File: src/rtl/mem_arbiter.sv
// Two-requester arbiter for the shared memory/IO port: fetch vs. data.
// Data wins contention; a starvation counter forces a pending fetch after STARVE_LIMIT data grants.
module mem_arbiter #(
  parameter int ADDR_WIDTH   = 16,
  parameter int DATA_WIDTH   = 16,
  parameter int WAIT_STATES  = 1,
  parameter int STARVE_LIMIT = 4
) (
  input  logic                  clk,
  input  logic                  rst,
  input  logic                  f_req,
  input  logic [ADDR_WIDTH-1:0] f_addr,
  output logic                  f_ack,
  output logic [DATA_WIDTH-1:0] f_rdata,
  input  logic                  d_req,
  input  logic                  d_we,
  input  logic [ADDR_WIDTH-1:0] d_addr,
  input  logic [DATA_WIDTH-1:0] d_wdata,
  output logic                  d_ack,
  output logic [DATA_WIDTH-1:0] d_rdata,
  output logic                  mem_en,
  output logic                  mem_we,
  output logic [ADDR_WIDTH-1:0] mem_addr,
  output logic [DATA_WIDTH-1:0] mem_wdata,
  input  logic [DATA_WIDTH-1:0] mem_rdata,
  output logic                  busy
);

  localparam int WW = (WAIT_STATES > 0) ? $clog2(WAIT_STATES + 1) : 1;
  localparam int SW = (STARVE_LIMIT > 0) ? $clog2(STARVE_LIMIT + 1) : 1;

  typedef enum logic [1:0] {
    ST_IDLE   = 2'd0,
    ST_ACCESS = 2'd1,
    ST_ACK    = 2'd2
  } state_e;

  state_e                state_q, state_d;
  logic [WW-1:0]         wait_cnt_q, wait_cnt_d;
  logic [SW-1:0]         starve_cnt_q, starve_cnt_d;
  logic                  grant_q, grant_d;  // 1 = data requester owns the access
  logic [ADDR_WIDTH-1:0] addr_q, addr_d;
  logic                  we_q, we_d;
  logic [DATA_WIDTH-1:0] wdata_q, wdata_d;
  logic [DATA_WIDTH-1:0] f_rdata_q, f_rdata_d;
  logic [DATA_WIDTH-1:0] d_rdata_q, d_rdata_d;
  logic                  pick_data;

  always_ff @(posedge clk or posedge rst) begin
    if (rst) begin
      state_q      <= ST_IDLE;
      wait_cnt_q   <= '0;
      starve_cnt_q <= '0;
      grant_q      <= 1'b0;
      addr_q       <= '0;
      we_q         <= 1'b0;
      wdata_q      <= '0;
      f_rdata_q    <= '0;
      d_rdata_q    <= '0;
    end else begin
      state_q      <= state_d;
      wait_cnt_q   <= wait_cnt_d;
      starve_cnt_q <= starve_cnt_d;
      grant_q      <= grant_d;
      addr_q       <= addr_d;
      we_q         <= we_d;
      wdata_q      <= wdata_d;
      f_rdata_q    <= f_rdata_d;
      d_rdata_q    <= d_rdata_d;
    end
  end

  always_comb begin
    state_d      = state_q;
    wait_cnt_d   = wait_cnt_q;
    starve_cnt_d = starve_cnt_q;
    grant_d      = grant_q;
    addr_d       = addr_q;
    we_d         = we_q;
    wdata_d      = wdata_q;
    f_rdata_d    = f_rdata_q;
    d_rdata_d    = d_rdata_q;
    pick_data    = 1'b0;

    case (state_q)
      ST_IDLE: begin
        if (f_req || d_req) begin
          // A fetch that has sat through STARVE_LIMIT data grants goes first.
          pick_data  = d_req && !(f_req && (starve_cnt_q == SW'(STARVE_LIMIT)));
          grant_d    = pick_data;
          wait_cnt_d = WW'(WAIT_STATES);
          state_d    = ST_ACCESS;
          if (pick_data) begin
            addr_d  = d_addr;
            we_d    = d_we;
            wdata_d = d_wdata;
            if (!f_req) begin
              starve_cnt_d = '0;
            end else if (starve_cnt_q != SW'(STARVE_LIMIT)) begin
              starve_cnt_d = starve_cnt_q + SW'(1);
            end
          end else begin
            addr_d       = f_addr;
            we_d         = 1'b0;
            wdata_d      = '0;
            starve_cnt_d = '0;
          end
        end
      end
      ST_ACCESS: begin
        if (wait_cnt_q != '0) begin
          wait_cnt_d = wait_cnt_q - WW'(1);
        end else begin
          if (!we_q) begin
            if (grant_q) d_rdata_d = mem_rdata;
            else         f_rdata_d = mem_rdata;
          end
          state_d = ST_ACK;
        end
      end
      ST_ACK: begin
        state_d = ST_IDLE;
      end
      default: begin
        state_d = ST_IDLE;
      end
    endcase
  end

  // Bus outputs are zero outside ACCESS so idle cycles are unambiguous on the port.
  assign mem_en    = (state_q == ST_ACCESS);
  assign mem_we    = mem_en & we_q;
  assign mem_addr  = mem_en ? addr_q : '0;
  assign mem_wdata = mem_en ? wdata_q : '0;
  assign f_ack     = (state_q == ST_ACK) & ~grant_q;
  assign d_ack     = (state_q == ST_ACK) & grant_q;
  assign busy      = (state_q != ST_IDLE);
  assign f_rdata   = f_rdata_q;
  assign d_rdata   = d_rdata_q;

endmodule

File: config.mk
export PLATFORM = sky130hd
export DESIGN_NAME = mem_arbiter
export DESIGN_NICKNAME = d
export VERILOG_FILES = /design/src/rtl/mem_arbiter.sv
export SDC_FILE = /design/constraint.sdc
export NUM_CORES = 1
export LEC_CHECK = 0
export BUFFER_PORTS_ARGS = -buffer_cell sky130_fd_sc_hd__buf_2
export CORE_ASPECT_RATIO = 0.6
export CORE_UTILIZATION = 35
export DETAILED_ROUTE_END_ITERATION = 8
export SYNTH_ARGS = -nofsm -noshare
export SYNTH_HDL_FRONTEND = slang
export SYNTH_SLANG_ARGS = --single-unit
File: constraint.sdc
create_clock -name clk -period 2.6 [get_ports clk]
set_input_delay 0.26 -clock clk [delete_from_list [all_inputs] [get_ports clk]]
set_output_delay 0.26 -clock clk [all_outputs]
set_load 0.02 [all_outputs]
==> results of run 1 <==
-- cells by family (layout without fill, tap and decap cells) --
logic type	after synthesis	after routing	synth area share, %
AOI/OAI and AO/OA	39	39	10.5
adders and majority gates	2	2	0.775
buffers and inverters	44	181	6.05
DFF	72	72	55.8
muxes	32	32	12.3
and+or+nand+nor	84	84	14.5
-- synthesized netlist by cell type (2+ instances only) --
master,n,share of area [%]
dfrtp_1,72,56
nand2_1,5,0.58
mux2_2,22,7.7
and2_1,18,3.5
mux2_4,10,4.7
a32o_1,2,0.62
a22o_1,18,4.9
clkbuf_1,18,2.1
o221ai_1,16,4.3
inv_1,21,2.4
buf_2,2,0.31
nor2_1,19,2.2
nand4_1,16,3.1
ha_1,2,0.78
nand3_1,17,2.6
-- placed cells by master, fill, tap and decap left out, types with 2 or more instances in the layout --
cell type	count
a22o_1	18
mux2_2	22
clkinv_2	2
clkbuf_16	9
inv_1	20
dfrtp_1	72
and2_1	18
a32o_1	2
buf_2	137
buf_4	6
nand2_1	5
nand3_1	17
nor2_1	18
o221ai_1	16
nand4_1	16
ha_1	2
mux2_4	10
-- registers in the layout, summed over array words and instances, names as in the netlist --
signal / flops
addr_q: 16
d_rdata: 16
f_rdata: 16
wdata_q: 16
starve_cnt_q: 3
state_q: 2
grant_q: 1
wait_cnt_q: 1
we_q: 1
-- power by group --
part / internal [W] / switching (W)
Combinational: 0.00113 / 0.00162
Sequential: 0.00167 / 0.000279
Clock: 0.000766 / 0.000447
-- final cells by class --
cell class | instances | area [µm²]
well taps | 112 | 140
multi-input cells | 157 | 1240
inverters | 21 | 78.8
repair buffers | 144 | 751
clock inverters | 5 | 56.3
fillers | 810 | 4410
clock buffers | 11 | 243
flip-flops and latches | 72 | 1800
-- path summary, 6_finish.rpt --
kind | start | to | slack (ps) | depth (start not counted)
setup / recovery | state_q[1] | mem_we | 570 | 4
hold reg to reg | d_rdata[14] | d_rdata[14] | 500 | 1
max in group asynchronous | rst | d_rdata[14] | 1810 | 3
setup reg to reg | starve_cnt_q[0] | starve_cnt_q[1] | 650 | 6
hold / removal | rst | addr_q[3] | 120 | 2
min in group clk | d_wdata[8] | wdata_q[8] | 150 | 2
-- per-stage QoR --
| step | util [%] | cell area [µm²] | cells | hold slack [ps] | power [W] |
|---|---|---|---|---|---|
| final | 49.5 | 4310 | 522 | 120 | 0.00592 |
| after CTS | 49.5 | 4310 | 522 | 131 | 0.00599 |
| after detailed placement | 46.0 | 4010 | 506 | 479 | 0.00474 |
| after global routing | 49.5 | 4310 | 522 | 124 | 0.00632 |
| after floorplan | - | 3230 | 273 | 393 | 0.00390 |
| after global placement | 46.0 | 4010 | 506 | 477 | 0.00470 |
-- routing by layer --
metal / GRT usage [%] / wire length (µm) / share of wire, % / vias to the layer above
li1: - / - / - / 1247
met1: 24.2 / 3880 / 50 / 1257
met2: 24.0 / 3310 / 42 / 107
met3: 6.18 / 550 / 7.0 / 7
met4: 4.58 / 66 / 0.85 / 0
met5: 0 / 0 / 0 / -
==> impl_metrics.toml, run 1 <==
[sta]
fmax_mhz = 494
final_max_slew_viol_count = 0
finalHoldViolCount = 0
timing.final.crit_share_pct = 77.9
setup_ws_ps = 574
slew_headroom_pct = 39.2
tns_ps = 0
worst_slew_pin_slew_ps = 911
min_period_ps = 2030
fin_skew_ps = 5.23
setup_viol = 0
rsz0062_at_grt = "no"

[worst_setup_path]
crit_path_max_incr_delay_ps = 410
startpoint_type = "register"
crit_chain = "nand2b_4 > inv_1 > and2_1 > buf_2"
cpMaxStageDelayCell = "inv_1"
endpoint_kind = "output port"
crit_family = "buffers and inverters"
critPathRequiredTime_ps = 2340
path_max_fanout = 21
critPathKind = "register to output port"
path_buf_inv = 2
cp.arrival_ps = 1770

[layout]
area_growth_pct = 33.6
n_antenna_cell = 0
num-nets-final = 476
layout-drive-gt1-share_pct = 48.3

[outcome]
outcome = "completed"

[drt]
drt_wl_total_mm = 7.81
drt_iter0_markers = 142
via_per_inst = 5.02
drc = 0
detail-route-antenna-nets = 0
vias = 2618
routedWlPerCell_um = 15.0
drt_pre_antenna_iters = 4

[synthesis]
yosysWarningCount = 0
ys_seq_area_share_pct = 55.8
synthArstFlopShare_pct = 100
ys_ff_latch = 72
syn_inst = 273
syn-mean-instance-area_um2 = 11.8
synth_nets = 344
synthesis.area_um2 = 3230
yosysUniqueCellTypes = 30
synth_edf_count = 0
ys.flop_type = "dfrtp_1"

[floorplanning]
die_area_um2 = 9620
die_w_um = 126
rows = 26
die_h_um = 76.4
io_pins = 138
initial_core_util_pct = 37.0
core_area_um2 = 8720

[cts]
cts_tree = "done"
cts_buffer_depth = 2
cts.sink_count = 72
cts_root_buf = "clkbuf_16"
post_cts_buffers = 0
cts.htree.levels = 3
path_clk_slew_ps = 50
ctsResizeCount = 0
ctsHoldBuffers = 0
insertion_delay_ps = 330
numCtsBuffers = 9

[pwr]
p_leak_nw = 2.21
p_per_area_nw_per_um2 = 1370
vdd_drop_max_mv = 0.482

[worst_hold_path]
hp-class = "input pin to asynchronous set/reset pin"

[global_route]
grt_start_max_net_pins = 42
grtUsageTotal_pct = 16.9
antenna_found_initial = 0
grt_pass1_wl_mm = 12.7
grt_pass1_vias = 2491
grt.overflow.total = 0

[place]
numPortBuffers = 137
hpwl_mm = 5.47
gp_congestion = 0.776
dp_slack_ps = 622

[job]
drv_cap = 0
Power figures use the tool's default switching activity.
==> run 2: changes to the inputs <==
Clock period 2.6 ns to 1.81 ns, I/O delays scaled along.
==> impl_metrics.toml, run 2 (same netlist as run 1, synthesis figures left out) <==
[outcome]
outcome = "completed"

[layout]
area_growth_pct = 42.4
layout-drive-gt1-share_pct = 51.6
final_common_cell = "buf_2"
num-nets-final = 498
final_cell_mix = "131 x buf_2, 71 x dfrtp_1, 25 x buf_4"

[drt]
drc = 0
vias = 2678
drt_wl_total_mm = 8.22
routedWlPerCell_um = 15.1
drt_pre_antenna_iters = 4
drt_iter0_markers = 95
detail-route-antenna-nets = 0
via_per_inst = 4.91

[floorplanning]
initial_core_util_pct = 37.0
core_area_um2 = 8720
die_h_um = 76.4
rows = 26
die_area_um2 = 9620
io_pins = 138
die_w_um = 126

[global_route]
grt.overflow.total = 0
antenna_found_initial = 1
grt_pass1_wl_mm = 13.3
grt_start_max_net_pins = 73
grt_pass1_vias = 2688
grtUsageTotal_pct = 17.6

[pwr]
p_per_area_nw_per_um2 = 2010
vdd_drop_max_mv = 0.669
sw_frac_of_total_pct = 38.4
p_comb_share_pct = 50.9
p_seq_share_pct = 29.9
internal-power_w = 0.00571
p_sw_w = 0.00355
p_leak_nw = 2.34
clkPwrFrac_pct = 19.2

[worst_hold_path]
hp-class = "input pin to register"
whs_endpoint = "wdata_q[15]"
hold_depth = 2
min_from = "d_wdata[15]"

[worst_setup_path]
critPathKind = "register to output port"
critPathRequiredTime_ps = 1630
path_max_fanout = 14
cp.arrival_ps = 1610
crit_chain = "buf_4 > nor2_4 > buf_4 > buf_4 > inv_1 > buf_2"
r2r_slack_ps = 30
rr_worst_depth = 4
crit_path_max_incr_delay_ps = 430
crit_family = "buffers and inverters"
startpoint_type = "register"
cpMostUsedCell = "buf_4"
path_buf_inv = 5
endpoint_kind = "output port"
worstReg2RegStart = "state_q[1]"
cpMaxStageDelayCell = "dfrtp_2"
r2r-end = "d_rdata[4]"

[cts]
cts_root_buf = "clkbuf_16"
cts.sink_count = 72
insertion_delay_ps = 330
cts_tree = "done"
cts.htree.levels = 3
cts_buffer_depth = 2
numCtsBuffers = 9
path_clk_slew_ps = 60

[sta]
setup_viol = 0
finalHoldViolCount = 0
timing.final.crit_share_pct = 99.0
slew_headroom_pct = 73.0
rsz0062_at_grt = "yes"
worst_slew_pin_slew_ps = 405
final_max_slew_viol_count = 0
holdWs_ps = 68.0
min_period_ps = 1790
setup_ws_ps = 17.4
fmax_mhz = 558
fin_skew_ps = 6.39

[job]
drv_cap = 0

[place]
numPortBuffers = 137
hpwl_mm = 5.47
dp_slack_ps = 137
gp_congestion = 0.705
run 2: cell count changes in the layout (fill, tap and decap cells not counted), sizes merged:
| cell | delta |
|---|---|
| dlygate4sd3 | +1 |
| inv | -2 |
| clkbuf | +2 |
| clkinv | -1 |
| clkinvlp | +3 |
| diode | +1 |
| buf | +19 |
run 2: power groups by stage:
stage / combinational [W] / clock [W] / sequential [W]
after floorplan: 0.00240 / 0 / 0.00320
after global placement: 0.00418 / 0 / 0.00278
after detailed placement: 0.00424 / 0 / 0.00279
after CTS: 0.00428 / 0.00184 / 0.00278
after global routing: 0.00511 / 0.00192 / 0.00287
final: 0.00471 / 0.00178 / 0.00277
run 2: layer usage:
| layer | global-route usage, % | share of wire, % | wire, µm |
|---|---|---|---|
| met4 | 5.06 | 1.0 | 82 |
| met2 | 26.6 | 41 | 3380 |
| met1 | 23.7 | 49 | 4070 |
| met5 | 0 | 0 | 0 |
| met3 | 6.25 | 8.5 | 695 |
run 2: timing repair:
action                                 in CTS  in global routing
setup endpoints to repair                  18                 19
setup buffers                               0                  8
hold buffers                                1                  0
resized for setup                           2                 15
endpoints found under the hold margin      72                  0
gates cloned                                0                  3
run 2: worst max-delay path by stage:
stage / start / endpoint / slack [ps] / cells past startpoint
after CTS: state_q[0] / busy / -8 / 5
final: state_q[0] / busy / 20 / 6
after global routing: state_q[0] / busy / -70 / 6
after global placement: starve_cnt_q[0] / addr_q[15] / 150 / 5
after detailed placement: state_q[1] / d_rdata[9] / 140 / 3
after floorplan: starve_cnt_q[0] / addr_q[0] / 120 / 7
run 2: per-stage QoR:
step,setup TNS [ps],util [%],instance area (µm²),std cells,power (W)
global route,-201,52.7,4590,544,0.00990
detailed placement,0,47.1,4110,516,0.00703
global placement,0,47.1,4110,516,0.00697
finish,0,52.7,4600,545,0.00926
CTS,-7.64,50.8,4430,533,0.00890
floorplan,0,-,3230,273,0.00560
run 2: area by class of cell:
class                      instances  area [µm²]
sequential                        72        1800
antenna                            1        2.50
clock buffer                      11         253
tap                              112         140
multi-input combinational        157        1250
clock inverter                     5        55.1
fill                             807        4120
inverter                          21        86.3
timing repair buffer             166        1010
==> run 3: changes to the inputs <==
Settings changed: CELL_PAD_IN_SITES_DETAIL_PLACEMENT set to 1, CELL_PAD_IN_SITES_GLOBAL_PLACEMENT set to 2, CORE_UTILIZATION 35 to 26, GPL_TIMING_DRIVEN set to 0, PLACE_DENSITY_LB_ADDON set to 0.1.
==> impl_metrics.toml, run 3 (same netlist as run 1, synthesis figures left out) <==
[worst_setup_path]
critPathKind = "register to output port"
endpoint_kind = "output port"
critPathRequiredTime_ps = 1630
worstReg2RegStart = "state_q[1]"
path_depth = 6
r2r-end = "d_rdata[4]"
path_max_fanout = 9
startpoint_type = "register"
path_buf_inv = 4
crit_chain = "nand2b_4 > clkbuf_16 > clkinvlp_4 > buf_6 > and2_1 > buf_2"
r2r_slack_ps = 50
crit_family = "buffers and inverters"
cp.arrival_ps = 1590
crit_path_max_incr_delay_ps = 440
cpMaxStageDelayCell = "dfrtp_1"
rr_worst_depth = 5

[worst_hold_path]
min_from = "d_wdata[12]"
hp-class = "input pin to register"
whs_endpoint = "wdata_q[12]"
hold_depth = 2

[pwr]
power_w = 0.00927
p_sw_w = 0.00375
clkPwrFrac_pct = 19.5
vdd_drop_max_mv = 0.516
p_comb_share_pct = 50.2
p_seq_share_pct = 30.3
sw_frac_of_total_pct = 40.5
internal-power_w = 0.00551
p_per_area_nw_per_um2 = 1990
p_leak_nw = 2.33

[drt]
wl_met3_um = 539
via_per_inst = 4.58
vias = 2743
drt_wl_total_mm = 9.94
drt_pre_antenna_iters = 6
wl_met2_mm = 4.42
drt_iter0_markers = 99
detail-route-antenna-nets = 0
drc = 0
routedWlPerCell_um = 16.6
routed.top_layer = "met4"
wl_met1_mm = 4.89

[sta]
fin_skew_ps = 9.09
slew_headroom_pct = 64.0
setup_viol = 0
worst_slew_pin_slew_ps = 541
fmax_mhz = 564
min_period_ps = 1770
finalHoldViolCount = 0
rsz0062_at_grt = "yes"
final_max_slew_viol_count = 0
timing.final.crit_share_pct = 97.9

[global_route]
grt_start_max_net_pins = 36
grtUsageTotal_pct = 16.4
grt_pass1_wl_mm = 16.0
grt_pass1_vias = 2871
grt.overflow.total = 0
antenna_found_initial = 0

[layout]
final_common_cell = "buf_2"
fin_util_pct = 38.6
final_cell_mix = "132 x buf_2, 72 x dfrtp_1, 22 x mux2_2"
layout-drive-gt1-share_pct = 50.7
num-nets-final = 500
area_growth_pct = 44.4
fin_cells = 599
n_antenna_cell = 0

[floorplanning]
core_area_um2 = 12100
die_w_um = 146
die_area_um2 = 12900
rows = 31
die_h_um = 88.3
initial_core_util_pct = 26.8
io_pins = 138

[cts]
cts_root_buf = "clkbuf_16"
cts.sink_count = 72
path_clk_slew_ps = 60
cts_buffer_depth = 2
numCtsBuffers = 9
cts_tree = "done"
insertion_delay_ps = 330
cts.htree.levels = 3

[place]
gp_congestion = 0.719
numPortBuffers = 137
placed_cells = 577
hpwl_mm = 7.34

[job]
drv_cap = 0

[outcome]
outcome = "completed"
-- run 3: how the worst max path moves through the flow --
stage / from / endpoint / slack [ps]
global placement: starve_cnt_q[0] / addr_q[1] / -460
global route: state_q[1] / mem_we / -40
finish: state_q[0] / mem_wdata[0] / 40
CTS: starve_cnt_q[0] / addr_q[8] / 20
floorplan: starve_cnt_q[0] / addr_q[0] / 120
detailed placement: starve_cnt_q[0] / addr_q[8] / -470
-- run 3: metal layers --
layer | up-vias | global-route usage [%]
met5 | - | 0
met4 | 0 | 5.07
met3 | 9 | 4.74
met2 | 85 | 24.8
met1 | 1367 | 22.6
li1 | 1282 | -
-- run 3: worst reg2reg max path, cell delays in order, from the launching register on --
cell	delay, ps
dfrtp_1	400
nand2b_4	170
or4b_4	480
buf_6	160
buf_12	150
mux2_4	290
-- run 3: layout make-up --
class	instances	area (µm²)
repair buffers	146	825
multi-input cells	157	1270
fillers	1356	7400
clock inverters	7	77.6
well taps	165	206
inverters	21	86.3
flip-flops and latches	72	1800
plain buffers	22	173
clock buffers	9	225
-- run 3: what timing repair did --
action                                  in CTS  in global routing
buffers inserted                             5                  1
endpoints found under the hold margin       10                  0
hold buffers                                 1                  0
gates resized for setup                     22                 23
pin swaps                                    1                  0
endpoints found under the setup margin      80                 39
-- run 3: power groups by stage --
stage                     logic [W]  registers, W  clock network (W)
after detailed placement    0.00427       0.00282                  0
after global placement      0.00418       0.00278                  0
after global routing        0.00506       0.00292            0.00194
after CTS                   0.00457       0.00282            0.00188
final                       0.00465       0.00281            0.00181
after floorplan             0.00240       0.00320                  0
-- run 3: per-stage QoR --
step	TNS, ps	hold WS [ps]	area, µm²	setup WS (ps)
6_report	0	61.4	4660	37.1
5_1_grt	-392	50.1	4660	-41.4
3_5_place_dp	-17290	167	4160	-472
2_1_floorplan	0	314	3230	116
4_1_cts	0	50.3	4590	20.2
3_3_place_gp	-17020	399	4120	-463
